===== config.mk =====
export PLATFORM = sky130hd
export DESIGN_NAME = imem_arbiter
export DESIGN_NICKNAME = d
export VERILOG_FILES = /design/src/rtl/imem_arb_pkg.sv /design/src/rtl/imem_arb_pick.sv /design/src/rtl/imem_arbiter.sv
export SDC_FILE = /design/constraint.sdc
export NUM_CORES = 1
export LEC_CHECK = 0
export ABC_AREA = 1
export CAP_MARGIN = 5
export CELL_PAD_IN_SITES_DETAIL_PLACEMENT = 1
export CELL_PAD_IN_SITES_GLOBAL_PLACEMENT = 2
export CORE_MARGIN = 5
export CORE_UTILIZATION = 10
export DETAILED_ROUTE_END_ITERATION = 10
export GPL_TIMING_DRIVEN = 0
export PLACE_DENSITY = 0.95
export SLEW_MARGIN = 20
export SYNTH_ARGS = -nofsm -noshare
export SYNTH_HDL_FRONTEND = slang
export SYNTH_HIERARCHICAL = 1
export SYNTH_SLANG_ARGS = --single-unit

===== constraint.sdc =====
create_clock -name clk_i -period 1.29 [get_ports clk_i]
set_input_delay 0.129 -clock clk_i [delete_from_list [all_inputs] [get_ports clk_i]]
set_output_delay 0.129 -clock clk_i [all_outputs]
set_load 0.02 [all_outputs]

===== src/rtl/imem_arb_pkg.sv =====
// imem_arb_pkg: shared types and default widths for the instruction-memory arbiter.
package imem_arb_pkg;

  localparam int unsigned IMEM_ADDR_W = 30;
  localparam int unsigned IMEM_DATA_W = 32;

  typedef enum logic {
    REQ_FETCH  = 1'b0,
    REQ_LOADER = 1'b1
  } req_id_e;

endpackage


===== src/rtl/imem_arb_pick.sv =====
// imem_arb_pick: combinational winner selection between fetch and loader.
// Build option IMEM_ARB_RR_EN: round-robin using the last-grant pointer.
// Without it, the loader wins contention until the hold counter reaches
// MAX_HOLD, at which point fetch gets the next contended slot.
module imem_arb_pick
  import imem_arb_pkg::*;
#(
  parameter int unsigned MAX_HOLD = 4,
  parameter int unsigned HC_W     = 3
) (
  input  logic            f_req,
  input  logic            l_req,
  input  logic [HC_W-1:0] hold_cnt,
  input  req_id_e         last,
  output logic            win_valid,
  output req_id_e         win_id
);

`ifdef IMEM_ARB_RR_EN
  // Hold counter has no role in round-robin mode.
  logic unused_cfg;
  assign unused_cfg = ^hold_cnt;
`else
  // Last-grant pointer has no role in fixed-priority mode.
  logic unused_cfg;
  assign unused_cfg = last;
`endif

  // Pick the winner: a lone requester always wins; contention uses the mode policy.
  always_comb begin
    win_valid = f_req | l_req;
    win_id    = REQ_LOADER;
    if (f_req && !l_req) begin
      win_id = REQ_FETCH;
    end else if (f_req && l_req) begin
`ifdef IMEM_ARB_RR_EN
      win_id = (last == REQ_FETCH) ? REQ_LOADER : REQ_FETCH;
`else
      win_id = (hold_cnt == HC_W'(MAX_HOLD)) ? REQ_FETCH : REQ_LOADER;
`endif
    end
  end

endmodule


===== src/rtl/imem_arbiter.sv =====
// imem_arbiter: shares the single-port instruction memory between the core
// fetch port and the loader/debug port. Grants are combinational; read data
// (1-cycle memory latency) is routed back to whoever owned the read.
// Build option IMEM_ARB_RR_EN selects round-robin instead of loader priority
// with the MAX_HOLD starvation guard.
module imem_arbiter
  import imem_arb_pkg::*;
#(
  parameter int unsigned ADDR_W   = IMEM_ADDR_W,
  parameter int unsigned DATA_W   = IMEM_DATA_W,
  parameter int unsigned MAX_HOLD = 4
) (
  input  logic              clk_i,
  input  logic              rstn_i,
  input  logic              f_req_i,
  input  logic [ADDR_W-1:0] f_addr_i,
  output logic              f_gnt_o,
  output logic              f_rvalid_o,
  output logic [DATA_W-1:0] f_rdata_o,
  input  logic              l_req_i,
  input  logic              l_we_i,
  input  logic [ADDR_W-1:0] l_addr_i,
  input  logic [DATA_W-1:0] l_wdata_i,
  output logic              l_gnt_o,
  output logic              l_rvalid_o,
  output logic [DATA_W-1:0] l_rdata_o,
  output logic              mem_read_o,
  output logic [ADDR_W-1:0] mem_raddr_o,
  output logic              mem_write_o,
  output logic [ADDR_W-1:0] mem_waddr_o,
  output logic [DATA_W-1:0] mem_wdata_o,
  input  logic [DATA_W-1:0] mem_rdata_i
);

  localparam int unsigned HC_W = $clog2(MAX_HOLD + 1);

  logic            win_valid;
  req_id_e         win_id;
  logic            f_gnt;
  logic            l_gnt;
  logic            l_rd_gnt;
  logic            rd_gnt;
  logic            pend_reg;
  req_id_e         owner_reg;
  logic [HC_W-1:0] arb_hold_cnt;
  req_id_e         arb_last;

  imem_arb_pick #(
    .MAX_HOLD (MAX_HOLD),
    .HC_W     (HC_W)
  ) u_pick (
    .f_req     (f_req_i),
    .l_req     (l_req_i),
    .hold_cnt  (arb_hold_cnt),
    .last      (arb_last),
    .win_valid (win_valid),
    .win_id    (win_id)
  );

  // Nothing is granted while reset is held low.
  assign f_gnt    = rstn_i && win_valid && (win_id == REQ_FETCH);
  assign l_gnt    = rstn_i && win_valid && (win_id == REQ_LOADER);
  assign l_rd_gnt = l_gnt && !l_we_i;
  assign rd_gnt   = f_gnt || l_rd_gnt;

  assign f_gnt_o = f_gnt;
  assign l_gnt_o = l_gnt;

  // Memory command comes from the winner only; idle address/data are zero.
  assign mem_read_o  = rd_gnt;
  assign mem_raddr_o = f_gnt ? f_addr_i : (l_rd_gnt ? l_addr_i : '0);
  assign mem_write_o = l_gnt && l_we_i;
  assign mem_waddr_o = mem_write_o ? l_addr_i : '0;
  assign mem_wdata_o = mem_write_o ? l_wdata_i : '0;

  // Response routing; also masked during reset so a dropped read never shows.
  assign f_rvalid_o = rstn_i && pend_reg && (owner_reg == REQ_FETCH);
  assign l_rvalid_o = rstn_i && pend_reg && (owner_reg == REQ_LOADER);
  assign f_rdata_o  = f_rvalid_o ? mem_rdata_i : '0;
  assign l_rdata_o  = l_rvalid_o ? mem_rdata_i : '0;

  // Track which requester owns the read returning next cycle.
  always_ff @(posedge clk_i) begin
    if (!rstn_i) begin
      pend_reg  <= 1'b0;
      owner_reg <= REQ_FETCH;
    end else begin
      pend_reg <= rd_gnt;
      if (rd_gnt) begin
        owner_reg <= f_gnt ? REQ_FETCH : REQ_LOADER;
      end
    end
  end

`ifdef IMEM_ARB_RR_EN
  req_id_e last_reg;

  assign arb_hold_cnt = '0;
  assign arb_last     = last_reg;

  // Remember the most recent grant so contention alternates.
  always_ff @(posedge clk_i) begin
    if (!rstn_i) begin
      last_reg <= REQ_FETCH;
    end else if (f_gnt) begin
      last_reg <= REQ_FETCH;
    end else if (l_gnt) begin
      last_reg <= REQ_LOADER;
    end
  end
`else
  logic [HC_W-1:0] hold_cnt_reg;
  logic [HC_W-1:0] hold_cnt_next;

  assign arb_hold_cnt = hold_cnt_reg;
  assign arb_last     = REQ_FETCH;

  // Count loader grants that kept a waiting fetch out; any fetch grant or idle fetch clears it.
  always_comb begin
    hold_cnt_next = hold_cnt_reg;
    if (!f_req_i || f_gnt) begin
      hold_cnt_next = '0;
    end else if (l_gnt) begin
      hold_cnt_next = hold_cnt_reg + 1'b1;
    end
  end

  // Starvation-guard counter register.
  always_ff @(posedge clk_i) begin
    if (!rstn_i) begin
      hold_cnt_reg <= '0;
    end else begin
      hold_cnt_reg <= hold_cnt_next;
    end
  end
`endif

endmodule


; Word level (Yosys, flattened, before mapping)
; Cells that the tools add are included.
[totals]
mem_bits_ro = 0
output_inout_bits = 162
mem_count = 0
elab_cells = 35
ramBits = 0
latch_bits = 0
register_bits = 5
in_bits = 129
[op_classes]
n_shift = 0
multipliers = 0
n_reduce_logical = 16
eq_ne = 1
muxes = 10
magnitude_cmp = 0
n_div = 0
bitwise = 4
addsub = 1
[ops]
columns = operator, count
row1 = 2-to-1 mux 32 bit, 3
row2 = 2-to-1 mux 30 bit, 3
row3 = logical AND 1 bit, 10
row4 = 2-to-1 mux 1 bit, 4
row5 = "adder 3 x 1 -> 3 bit, second input constant", 1
row6 = "== test 3 bit, second input constant", 1
row7 = zero test 1 bit, 3
row8 = inverter 1 bit, 3
row9 = logical OR 1 bit, 2
row10 = OR reduction 2 bit, 1
row11 = OR 1 bit, 1

; Logic depth before layout (Yosys ltp)
[logic_depth]
ltp_word = 8
mapped_depth = 10
depth_no_buf = 10

; Modules after synthesis
; Netlist, hierarchy kept.
[modules_own_cells]
columns = module, seq_area_each_um2, instances, cells_per_inst, area_per_inst_um2
row1 = imem_arbiter, 100.1, 1, 345, 1667.8
row2 = imem_arb_pick, 0.0, 1, 5, 21.3

; Least setup slack after synthesis
; Ideal clock, no wire load.
[synth_timing]
path_kind = reg-to-output
startpoint = reg hold_cnt_reg[0] (netlist: arb_hold_cnt[0])
endpoint = out mem_raddr_o[0]
n_path_buf = 0
path_stages_with_launch = 9
arrival_ns = 1.445
required_time_ns = 1.161
slack_ns = -0.284
path_cell_list = dfxtp_1 -> nor2_1 -> nand2_1 -> nand2_1 -> nand2_1 -> inv_1 -> nor2_8 -> nand2_4 -> o21ai_0
[synth_between]
elab_chain_len = 8
elab_cells_between_ends = 10
cone_classes = eq/ne (1) / mux (5) / bitwise (1) / reduce/logical (3)
[synth_lines]
columns = item, line_no
row1 = start: declaration, imem_arbiter.sv:112  ; logic [HC_W-1:0] hold_cnt_reg;
row2 = start signal: assignment, imem_arbiter.sv:133  ; hold_cnt_reg <= hold_cnt_next;
row3 = == test 3 bit, imem_arb_pick.sv:39  ; win_id = (hold_cnt == HC_W'(MAX_HOLD)) ? REQ_FETCH : REQ_LOADER;
row4 = 2-to-1 mux 1 bit, imem_arb_pick.sv:39
row5 = 2-to-1 mux 1 bit, imem_arb_pick.sv:35  ; end else if (f_req && l_req) begin
row6 = 2-to-1 mux 1 bit, imem_arb_pick.sv:33  ; if (f_req && !l_req) begin
row7 = named net win_id, imem_arbiter.sv:38  ; req_id_e win_id;
row8 = logical AND 1 bit, imem_arbiter.sv:62  ; assign l_gnt = rstn_i && win_valid && (win_id == REQ_LOADER);
row9 = named net l_gnt_o, imem_arbiter.sv:24  ; output logic l_gnt_o,
row10 = logical AND 1 bit, imem_arbiter.sv:63  ; assign l_rd_gnt = l_gnt && !l_we_i;
row11 = 2-to-1 mux 30 bit (2 in a row), imem_arbiter.sv:71  ; assign mem_raddr_o = f_gnt ? f_addr_i : (l_rd_gnt ? l_addr_i : '0);
row12 = end: declaration, imem_arbiter.sv:28  ; output logic [ADDR_W-1:0] mem_raddr_o,
; The timed path passes the listed nets, and every way through them passes these cells.

; Worst setup path in the final report
[layout_timing]
startpoint = reg hold_cnt_reg[0] (netlist: arb_hold_cnt[0])
endpoint = out mem_wdata_o[18]
[layout_between]
elab_chain_len = 7
[layout_lines]
columns = item, line_no
row1 = == test 3 bit, imem_arb_pick.sv:39
row2 = 2-to-1 mux 1 bit, imem_arb_pick.sv:39
row3 = 2-to-1 mux 1 bit, imem_arb_pick.sv:35
row4 = 2-to-1 mux 1 bit, imem_arb_pick.sv:33
row5 = named net win_id, imem_arbiter.sv:38
row6 = logical AND 1 bit, imem_arbiter.sv:62
row7 = logical AND 1 bit, imem_arbiter.sv:72  ; assign mem_write_o = l_gnt && l_we_i;
row8 = 2-to-1 mux 32 bit, imem_arbiter.sv:74  ; assign mem_wdata_o = mem_write_o ? l_wdata_i : '0;
row9 = end: declaration, imem_arbiter.sv:31  ; output logic [DATA_W-1:0] mem_wdata_o,
; The timed path passes the listed nets, and every way through them passes these cells.

==> reports/metrics.csv <==
metric,value,unit
outcome,"complete, but fails checks",
failing checks,negative setup slack,
Num CTS Buffers,3,
kind of critical path,register to output port,
clk slew on worst S/H paths,0.03,ns
non-filler instance count after layout,913,
pin count of the biggest net entering global routing,11,
CORE AREA,16580,um2
initial core utilization,0.1016,
drt pass-1 iters,4,
NumNets Final,824,
share of cells above drive strength 1,0.5844,
r2r setup slk,-0.16,ns
drt total wl,14710,um
final-report hold violation count,0,
Pins Over Slew Limit,0,
initial antenna violation count,0,
CTS tree,yes,
Root Driver,clkbuf_16,
gr ovfl total,0,
unrepaired setup endpoints after global routing,true,
slowest CP cell,dfxtp_2,
fin util,0.4358,
Detail Route Antenna Nets,0,
max FFs per register,3,
hold_buf cts,0,
io pins,291,
# rows,47,
first-pass GRT wire length,21200,um
pre-CTS setup slack,-1.320,ns
yosys warns,6,
Port-buffer cells,290,
GR Util All Layers,0.1365,
Die Wd,139.8,um
Max-Cap Viols,0,
dpl hpwl,10740,um
max frequency,546.4,MHz
synthesized area,1685,um2
placed cells,859,
Worst VDD drop,0.4251,mV
skew final,0.001655,ns
CP peak stage delay,0.33,ns
uppermost layer routed,met4,
Clock Latency Late Sink,0.23,ns
H-tree depth,1,
deepest clock path buffer count,2,
WP buf/inv,5,
Pwr Density,370.9,nW/um2
die height,139.8,um
Initial DRC Count,59,
clock sinks,5,
# setup viols final,151,
Met2 Wirelength,8493,um
CP Capture Type,output port,
Antenna diodes,0,
"Max FO, Critical Path",5,
startpoint class of the critical path,register,
Syn-to-layout area delta,328.8,%
type of the most critical hold path,input pin to register,
Syn Area/Cell,4.829,um2
Top delay family on crit path,buffers and inverters,
WL per Instance,16.12,um
met3 wire len,1139,um
critical-path cell list,nor2_1 > nand2_1 > nand2_1 > nand2_2 > inv_4 > nor2_8 > buf_12 > buf_12 > nand2_8 > clkbuf_16 > nor2_4 > buf_6,
GPL Wtd Cong,0.7999,
die area,19550,um2
post-DR vias/cell,3.761,
final setup TNS,-50.97,ns
Critical Path RT,1.16,ns
Leak Pwr,3.274,nW
fin crit period,1.830,ns
syn nets,479,
synthesized instance count,349,
worst slew pin tran,0.6003,ns
vias after detailed routing,3434,
crit path DAT,1.70,ns
Final Power,2.681,mW
max_slew headroom,0.5998,
number of global-route vias before repair,3693,
WL met1,5021,um
Final Cycle Share,1.419,
drt drc,0,
min setup slack post-route,-0.5402,ns
## layout by cell type (no fill, tap or decap), types with 3 or more instances in the layout
master / n
buf_6: 165
clkdlybuf4s50_1: 124
nor2_4: 112
inv_1: 102
nand2_1: 37
o21ai_4: 27
clkbuf_16: 20
buf_4: 15
nor2_1: 14
buf_8: 12
buf_12: 10
nand2_2: 9
buf_2: 7
nand2_8: 4
o21ai_2: 4
nand3_4: 3
dfxtp_2: 3
dlygate4sd2_1: 3
## per-layer routing
metal | vias up | GRT usage
li1 | 1668 | -
met1 | 1620 | 0.1407
met2 | 140 | 0.2763
met3 | 6 | 0.04357
met4 | 0 | 0.01071
met5 | - | 0
## report_power, final
part           total, mW  internal, mW  switching, mW
sequential         0.171         0.163        0.00844
combinational       1.98          1.05          0.939
clock              0.525         0.411          0.114
## worst min-delay path, stage by stage
cell,delay [ns]
dlygate4sd2_1,0.28
nand3_1,0.13
a21oi_1,0.05
## path summary, 6_finish.rpt
kind,from,end,cells past startpoint
max,arb_hold_cnt[0],mem_wdata_o[18],12
min,f_req_i,arb_hold_cnt[0],3
max reg2reg,arb_hold_cnt[1],arb_hold_cnt[0],11
min reg2reg,arb_hold_cnt[2],arb_hold_cnt[2],2
## timing repair
| item | CTS | global route |
|---|---|---|
| cloned | 11 | 2 |
| endpoints found under the setup margin | 167 | 162 |
| resized for setup | 1058 | 119 |
| pin swaps | 8 | 5 |
| setup buffers | 27 | 16 |
## per-stage QoR
stage          area, um2  hold slack, ns
2_1_floorplan       2456          0.2889
3_3_place_gp        5634          0.4775
3_5_place_dp        5634          0.4878
4_1_cts             6709          0.3873
5_1_grt             7227          0.4320
6_report            7227          0.4082
## area by class of cell
type	instances	area, um2
plain buffers	17	370.4
fillers	1870	9356
flip-flops and latches	5	107.6
multi-input cells	221	2206
inverters	107	414.1
well taps	220	275.3
repair buffers	339	3775
clock buffers	4	78.83
No activity file was read; power rests on OpenSTA's default activity.
